--- src/rtl/led_pattern_engine_if.sv ---
// Configuration write channel for led_pattern_engine: one write per clk when
// cfg_valid & cfg_ready.
interface led_pattern_engine_if #(
    parameter int NUM_CH = 4,
    parameter int CNT_W  = 16
);
    localparam int CH_W = (NUM_CH > 1) ? $clog2(NUM_CH) : 1;

    logic             cfg_valid;
    logic             cfg_ready;
    logic [CH_W-1:0]  cfg_ch;
    logic [1:0]       cfg_mode;
    logic [CNT_W-1:0] cfg_period;
    logic [CNT_W-1:0] cfg_duty;

    modport master (
        output cfg_valid, cfg_ch, cfg_mode, cfg_period, cfg_duty,
        input  cfg_ready
    );

    modport slave (
        input  cfg_valid, cfg_ch, cfg_mode, cfg_period, cfg_duty,
        output cfg_ready
    );
endinterface

--- src/rtl/led_pattern_engine.sv ---
// Multi-channel LED driver: per-channel OFF/ON/BLINK/PWM patterns advanced by a
// shared prescaled tick, with a global phase-restart input.
module led_pattern_engine #(
    parameter int NUM_CH   = 4,
    parameter int CNT_W    = 16,
    parameter int PRESCALE = 1
) (
    input  logic                 clk,
    input  logic                 reset,
    led_pattern_engine_if.slave  cfg,
    input  logic                 sync,
    output logic [NUM_CH-1:0]    led,
    output logic [NUM_CH-1:0]    frame_pulse
);
    localparam int PS_W = (PRESCALE > 1) ? $clog2(PRESCALE) : 1;

    typedef enum logic [1:0] {
        ModeOff   = 2'd0,
        ModeOn    = 2'd1,
        ModeBlink = 2'd2,
        ModePwm   = 2'd3
    } mode_e;

    if (NUM_CH < 1) begin : g_bad_num_ch
        $fatal(1, "led_pattern_engine: NUM_CH must be >= 1");
    end
    if (CNT_W < 1 || CNT_W > 32) begin : g_bad_cnt_w
        $fatal(1, "led_pattern_engine: CNT_W must be 1..32");
    end
    if (PRESCALE < 1) begin : g_bad_prescale
        $fatal(1, "led_pattern_engine: PRESCALE must be >= 1");
    end

    logic [PS_W-1:0]   ps_q, ps_d;
    logic              ready_q;
    logic              tick;
    logic              wr_en;
    mode_e             mode_q   [NUM_CH];
    mode_e             mode_d   [NUM_CH];
    logic [CNT_W-1:0]  period_q [NUM_CH];
    logic [CNT_W-1:0]  period_d [NUM_CH];
    logic [CNT_W-1:0]  duty_q   [NUM_CH];
    logic [CNT_W-1:0]  duty_d   [NUM_CH];
    logic [CNT_W-1:0]  cnt_q    [NUM_CH];
    logic [CNT_W-1:0]  cnt_d    [NUM_CH];
    logic [NUM_CH-1:0] led_q, led_d;
    logic [NUM_CH-1:0] fp_q, fp_d;

    // LED level a channel starts from after a write or a sync restart.
    function automatic logic init_led(mode_e m, logic [CNT_W-1:0] d);
        return (m == ModeOn) || ((m == ModePwm) && (d != '0));
    endfunction

    assign tick  = (ps_q == PS_W'(PRESCALE - 1));
    assign wr_en = cfg.cfg_valid && ready_q && (int'(cfg.cfg_ch) < NUM_CH);

    always_comb begin
        ps_d = (sync || tick) ? '0 : ps_q + 1'b1;
        led_d = led_q;
        fp_d  = '0;
        for (int i = 0; i < NUM_CH; i++) begin
            mode_d[i]   = mode_q[i];
            period_d[i] = period_q[i];
            duty_d[i]   = duty_q[i];
            cnt_d[i]    = cnt_q[i];

            unique case (mode_q[i])
                ModeOff: begin
                    led_d[i] = 1'b0;
                    cnt_d[i] = '0;
                end
                ModeOn: begin
                    led_d[i] = 1'b1;
                    cnt_d[i] = '0;
                end
                ModeBlink: begin
                    if (tick) begin
                        if (cnt_q[i] == period_q[i]) begin
                            led_d[i] = ~led_q[i];
                            cnt_d[i] = '0;
                            fp_d[i]  = 1'b1;
                        end else begin
                            cnt_d[i] = cnt_q[i] + 1'b1;
                        end
                    end
                end
                ModePwm: begin
                    if (tick) begin
                        cnt_d[i] = (cnt_q[i] == period_q[i]) ? '0 : cnt_q[i] + 1'b1;
                        led_d[i] = cnt_d[i] < duty_q[i];
                        fp_d[i]  = (cnt_q[i] == period_q[i]);
                    end
                end
            endcase

            if (sync) begin
                cnt_d[i] = '0;
                led_d[i] = init_led(mode_q[i], duty_q[i]);
                fp_d[i]  = 1'b0;
            end

            // A write wins over the pattern update and also over sync for its channel.
            if (wr_en && (int'(cfg.cfg_ch) == i)) begin
                mode_d[i]   = mode_e'(cfg.cfg_mode);
                period_d[i] = cfg.cfg_period;
                duty_d[i]   = cfg.cfg_duty;
                cnt_d[i]    = '0;
                led_d[i]    = init_led(mode_e'(cfg.cfg_mode), cfg.cfg_duty);
                fp_d[i]     = 1'b0;
            end
        end
    end

    always_ff @(posedge clk or negedge reset) begin
        if (!reset) begin
            ps_q    <= '0;
            ready_q <= 1'b0;
            led_q   <= '0;
            fp_q    <= '0;
            for (int i = 0; i < NUM_CH; i++) begin
                mode_q[i]   <= ModeOff;
                period_q[i] <= '0;
                duty_q[i]   <= '0;
                cnt_q[i]    <= '0;
            end
        end else begin
            ps_q    <= ps_d;
            ready_q <= 1'b1;
            led_q   <= led_d;
            fp_q    <= fp_d;
            for (int i = 0; i < NUM_CH; i++) begin
                mode_q[i]   <= mode_d[i];
                period_q[i] <= period_d[i];
                duty_q[i]   <= duty_d[i];
                cnt_q[i]    <= cnt_d[i];
            end
        end
    end

    assign cfg.cfg_ready = ready_q;
    assign led           = led_q;
    assign frame_pulse   = fp_q;
endmodule

--- src/flat_wrapper.sv ---
// flat-port wrapper written by rule: the top's interface ports become plain ports
module led_pattern_engine_flat 
#(
    parameter int NUM_CH   = 4,
    parameter int CNT_W    = 16,
    parameter int PRESCALE = 1
)
  (clk, reset, sync, led, frame_pulse, cfg_cfg_valid, cfg_cfg_ch, cfg_cfg_mode, cfg_cfg_period, cfg_cfg_duty, cfg_cfg_ready);
  led_pattern_engine_if #(.NUM_CH(NUM_CH), .CNT_W(CNT_W)) cfg_i ();
  input  logic clk;
  input  logic reset;
  input  logic sync;
  output logic [NUM_CH-1:0] led;
  output logic [NUM_CH-1:0] frame_pulse;
  input wire logic [$bits(cfg_i.cfg_valid)-1:0] cfg_cfg_valid;
  input wire logic [$bits(cfg_i.cfg_ch)-1:0] cfg_cfg_ch;
  input wire logic [$bits(cfg_i.cfg_mode)-1:0] cfg_cfg_mode;
  input wire logic [$bits(cfg_i.cfg_period)-1:0] cfg_cfg_period;
  input wire logic [$bits(cfg_i.cfg_duty)-1:0] cfg_cfg_duty;
  output wire logic [$bits(cfg_i.cfg_ready)-1:0] cfg_cfg_ready;
  assign cfg_i.cfg_valid = cfg_cfg_valid;
  assign cfg_i.cfg_ch = cfg_cfg_ch;
  assign cfg_i.cfg_mode = cfg_cfg_mode;
  assign cfg_i.cfg_period = cfg_cfg_period;
  assign cfg_i.cfg_duty = cfg_cfg_duty;
  assign cfg_cfg_ready = cfg_i.cfg_ready;
  led_pattern_engine #(.NUM_CH(NUM_CH), .CNT_W(CNT_W), .PRESCALE(PRESCALE)) u_core (.clk(clk), .reset(reset), .cfg(cfg_i), .sync(sync), .led(led), .frame_pulse(frame_pulse));
endmodule
--- config.mk ---
export PLATFORM = sky130hd
export DESIGN_NAME = led_pattern_engine_flat
export DESIGN_NICKNAME = d
export VERILOG_FILES = /design/src/rtl/led_pattern_engine_if.sv /design/src/rtl/led_pattern_engine.sv /design/src/flat_wrapper.sv
export SDC_FILE = /design/constraint.sdc
export NUM_CORES = 1
export LEC_CHECK = 0
export BUFFER_PORTS_ARGS = -buffer_cell sky130_fd_sc_hd__buf_2
export CAP_MARGIN = 40
export CORE_AREA = 5 5 150 152
export CTS_CLUSTER_DIAMETER = 200
export DETAILED_ROUTE_END_ITERATION = 8
export DIE_AREA = 0 0 155 157
export GPL_TIMING_DRIVEN = 0
export HOLD_SLACK_MARGIN = 0.02
export PLACE_DENSITY = 0.82
export SYNTH_ARGS = -nofsm -noshare
export SYNTH_HDL_FRONTEND = slang
export SYNTH_SLANG_ARGS = --single-unit
--- constraint.sdc ---
create_clock -name clk -period 4.3 [get_ports clk]
set_input_delay 0.86 -clock clk [delete_from_list [all_inputs] [get_ports clk]]
set_output_delay 0.86 -clock clk [all_outputs]
set_load 0.03 [all_outputs]
### Word level (Yosys, flattened, before mapping)

Index checks and enable logic that the tools add are counted.

| word-level totals | value |
|---|---|
| bits of input ports | 40 |
| bits in registers | 210 |
| logic and storage cells | 181 |

| operators by class | value |
|---|---|
| bitwise logic cells | 5 |
| reduce and logical (&&, ||, !) cells | 38 |
| multiplexer cells | 69 |
| equality and inequality tests | 37 |
| add/sub/neg operators | 5 |
| magnitude comparators | 4 |

Operators by type and width:

| cell | count |
|---|---|
| $mux W16 | 16 |
| $pmux W16 S2 | 4 |
| $reduce_bool A16 Y1 | 5 |
| $add A16 B1 Y16 const B | 4 |
| $eq A16 B16 Y1 | 4 |
| $lt A16 B16 Y1 | 4 |
| $ne A4 B4 Y1 const B | 12 |
| $mux W1 | 41 |
| $eq A2 B2 Y1 const B | 11 |
| $ne A4 B2 Y1 const B | 4 |
| $pmux W1 S4 | 4 |
| $reduce_or A2 Y1 | 8 |
| $eq A2 B1 Y1 const B | 6 |
| $reduce_and A3 Y1 | 4 |
| $logic_and A1 B1 Y1 | 10 |
| $logic_not A2 Y1 | 5 |
| $pmux W1 S2 | 4 |
| $logic_or A1 B1 Y1 | 6 |
| $not A1 Y1 | 5 |
| $add A1 B1 Y1 const B | 1 |

### Logic depth before layout (Yosys ltp)

| depth | value |
|---|---|
| word-level depth | 7 |
| mapped depth | 15 |
| mapped depth without buffers | 14 |

### Worst setup path after synthesis

No wires, ideal clock.

| timing path | value |
|---|---|
| path type | register to register |
| from | register u_core.cnt_q[50] in the netlist's numbering |
| to | register u_core.led_q[0] (netlist: u_core.led[0]) |
| period minus slack after synthesis | 3.147 ns |
| stages on the path, launching flop included | 14 |
| slack | 1.153 ns |
| arrival time | 3.021 ns |
| path buffers | 3 |
| required time | 4.174 ns |
| cell sequence | dfrtp_1 > buf_2 > xnor2_1 > nand4_1 > nor4_4 > buf_2 > buf_2 > nor2_1 > ha_1 > a41oi_1 > a2111o_1 > o221ai_1 > o21ai_0 > a221o_1 |

| between the ends | value |
|---|---|
| cells in the longest elaborated chain, start to end | 7 |
| elaborated cells between the ends (all ways) | 10 |
| those cells by class | add/sub (1); order compare (1); eq/ne (2); mux (5); reduce/logical (1) |

Ends and longest elaborated chain:

| item | line | text |
|---|---|---|
| start: declaration | led_pattern_engine.sv:44 | `logic [CNT_W-1:0] cnt_q [NUM_CH];` |
| start signal: indexed assignment | led_pattern_engine.sv:135 | `cnt_q[i] <= cnt_d[i];` |
| $add A16 B1 Y16 / $eq A16 B16 Y1 (equally long branches) | led_pattern_engine.sv:89, led_pattern_engine.sv:78 |  |
| $mux W16 | led_pattern_engine.sv:89 | `cnt_d[i] = (cnt_q[i] == period_q[i]) ? '0 : cnt_q[i] + 1'b1;` |
| $lt A16 B16 Y1 | led_pattern_engine.sv:90 | `led_d[i] = cnt_d[i] < duty_q[i];` |
| $mux W1 | led_pattern_engine.sv:88 | `if (tick) begin` |
| $pmux W1 S4 | led_pattern_engine.sv:67 | `unique case (mode_q[i])` |
| $mux W1 | led_pattern_engine.sv:96 | `if (sync) begin` |
| $mux W1 | led_pattern_engine.sv:103 | `if (wr_en && (int'(cfg.cfg_ch) == i)) begin` |
| end signal: assignment | led_pattern_engine.sv:129 | `led_q <= led_d;` |
| end: declaration | led_pattern_engine.sv:46 | `logic [NUM_CH-1:0] led_q, led_d;` |

Parallel ways exist; a longest one is shown, timed or not. The select of a mux whose other input is x is not followed.
A chain may end at the register's enable or synchronous reset.

### Worst setup path in the final report

| timing path | value |
|---|---|
| from | register u_core.cnt_q[38] in the netlist's numbering |
| to | register u_core.led_q[1] (netlist: u_core.led[1]) |

Same word-level chain as after synthesis.

==> metrics.md <==
| Metric | Value |
|---|---|
| Outcome | finished, final reports clean |
| CTS buffer count | 23 |
| Syn_nets | 1522 |
| H-Tree Depth | 1 |
| Final Hold Fails | 0 |
| Synth-to-Final Area Change | 11.1% |
| Initial DRC Count | 1080 |
| Buf/Inv on CP | 2 |
| Synth cell types | 74 |
| Vias | 10.8k |
| Worst Path Class, Setup | reg2reg |
| Die width | 155 microns |
| IO Port Bufs | 46 |
| Skew-Pair Late Insertion Delay | 0.51 ns |
| Critical path's largest stage delay | 0.53 ns |
| Lkg Pwr | 6.37 nW |
| Post-route insts no fill | 1782 |
| Commonest non-fill, non-tap cell in the layout | nand2_1 |
| Avg Vias per Cell | 6.07 |
| GRT Overall Usage | 28.6% |
| Clock Skews | 0.00833 ns |
| Number of flops mapped to enable cells by yosys | 0 |
| Core area | 20900 sq um |
| Grt total ovfl | 0 |
| DR WL/cell | 19.5 microns |
| Number of detailed-route iterations in the first pass | 6 |
| Slew Viols, Final | 0 |
| Antenna violations before repair | 1 |
| Worst-path clk slew | 0.06 ns |
| Nature of the critical path startpoint | register |
| Syn Inst Count | 1418 |
| Max-slew headroom | 47.7% |
| FF+latch count, synth | 210 |
| Die height | 157 microns |
| CP Cell Sequence | xnor2_1 -> nand4_1 -> nor4_4 -> buf_2 -> buf_2 -> nor2_1 -> ha_1 -> a2111oi_0 -> o211ai_1 -> a221o_1 -> a21o_1 -> a2bb2oi_1 |
| Req. time, crit path | 4.73 ns |
| Die Area | 24300 sq um |
| Leading area contributor after synthesis | dfrtp_1 |
| Syn_area_per_cell | 8.76 sq um |
| Final setup fails | 0 |
| # diodes | 0 |
| Post-CTS sizing | 0 |
| Slowest cell on the critical path | nor4_4 |
| Final period utilization | 86.5% |
| Share of layout cells above drive strength 1 | 10.8% |
| Top delay family on crit path | compound AO/OA/AOI/OAI gates |
| Max clock buf depth | 3 |
| Maxcap violations | 0 |
| CP startpoint | u_core.cnt_q[38]$_DFFE_PN0P_ |
| Crit path DAT | 4.14 ns |
| Synth warnings | 0 |
| Root buf cell | clkbuf_16 |
| Seq/Total Area, Yosys | 42.3% |
| Setup bufs post-CTS | 0 |
| Unrepaired setup endpoints after global routing | no |
| Crit. End Element | register |
| Reg2reg start | u_core.cnt_q[38]$_DFFE_PN0P_ |
| Top cells by area, synth | dfrtp_1 (42%), nand2_1 (8.5%), xnor2_1 (8.0%), ha_1 (6.4%), o21ai_0 (5.0%) |
| CTS Sinks | 210 |
| Drt drc | 0 |
| Initial Util | 59.4% |
| Synth Flop Type | dfrtp_1 |
| Min Clock Period, post-route | 3.72 ns |
| Global-route wire length before repair | 55.6 mm |
| Placed Cells | 1742 |
| Tot Pwr | 5.43 mW |
| Critical path fanouts, max | 10 |
| WL final | 34.8 mm |
| Final ANT Viol Nets | 0 |
| PD cells | 393 nW/um^2 |
| GPL Wtd Cong | 0.924 |
| Vias in the first global route | 10.5k |
| Filler cells | 1688 |
| Post-synth ARST share | 100% |
| Mapped Area | 12400 sq um |
| Post-DP HPWL | 24.8 mm |
| Largest net degree at the start of global routing | 122 |
| Final nets | 1596 |
| Cts hold-fix bufs | 0 |
| Boundary pin count | 49 |
| Peak VDD IR | 0.353 mV |
| Row count | 53 |
| CP dominant cell by count | buf_2 |
| Most frequent cells in the layout | nand2_1 (280), dfrtp_1 (210), o21ai_0 (125) |
| Post-synth top area share | 42.3% |
| Worst-margin pin slew | 0.783 ns |
| Fmax | 0.269 GHz |
| Worst hold path type | in2async |
| CTS tree | yes |
flip-flops by register name (all words and copies together) (netlist names):
name / count
u_core.cfg.cfg_ready: 1
u_core.cnt_q: 64
u_core.duty_q: 64
u_core.frame_pulse: 4
u_core.led: 4
u_core.mode_q: 8
u_core.period_q: 64
u_core.ps_q: 1
report_power, final:
part           switching, mW  leakage (nW)  internal [mW]
clock network          0.794         0.374           1.17
registers              0.222          2.70           2.25
logic                  0.593          3.30          0.390
path summary, 6_finish.rpt:
kind,slack [ns],to,depth (start not counted)
min in group clk,0.50,u_core.period_q[19]$_DFFE_PN0P_,2
hold / removal,0.38,u_core.cnt_q[27]$_DFFE_PN0P_,1
setup reg to reg,0.58,u_core.led[1]$_DFFE_PN0P_,12
hold reg to reg,0.50,u_core.period_q[19]$_DFFE_PN0P_,2
max in group asynchronous,2.89,u_core.duty_q[42]$_DFFE_PN0P_,2
setup / recovery,0.58,u_core.led[1]$_DFFE_PN0P_,12
kinds of logic (layout without fill, tap and decap cells):
logic type / count (synthesis) / after routing / share of synthesized area (%)
simple gates: 588 / 588 / 23.3
mux: 22 / 22 / 1.95
other cells: 2 / 2 / 0.0605
compound gates: 258 / 258 / 12.2
buf+inv: 155 / 244 / 5.35
fa+ha+maj: 64 / 64 / 6.45
flops: 210 / 210 / 42.3
xor+xnor: 119 / 119 / 8.39
area by class of cell:
cell class | count | area (sq um) | area share (%)
clock inverters | 6 | 57.6 | 0.417
well taps | 275 | 344 | 2.49
flip-flops and latches | 210 | 5260 | 38.1
multi-input cells | 1053 | 6500 | 47.1
inverters | 83 | 312 | 2.26
repair buffers | 49 | 278 | 2.01
clock buffers | 34 | 697 | 5.05
plain buffers | 72 | 353 | 2.56
cells in the mapped netlist, types with 21 or more instances:
cell / number
nand2_1: 280
ha_1: 64
inv_1: 82
clkbuf_1: 38
buf_2: 22
nand4_1: 29
o21ai_0: 125
or3_1: 21
xnor2_1: 113
dfrtp_1: 210
a21oi_1: 56
nor2_1: 91
layer usage:
layer	part of all wire, %	global-route usage, %
met5	0.020	0
met4	4.2	10.3
met3	9.5	4.78
met2	47	46.4
met1	40	39.0
stage by stage:
step                      hold slack [ns]  setup TNS (ns)  util, %  instance area (sq um)  setup WS [ns]
after global placement              0.480         -250.49     62.2                  13000          -1.22
after global routing                0.433               0     66.0                  13800          0.271
after CTS                           0.393               0     66.0                  13800          0.638
final                               0.377               0     66.0                  13800          0.582
after detailed placement            0.486               0     62.4                  13000          0.671
after floorplan                     0.461               0        -                  12400           1.15
No activity file was read; power rests on OpenSTA's default activity.
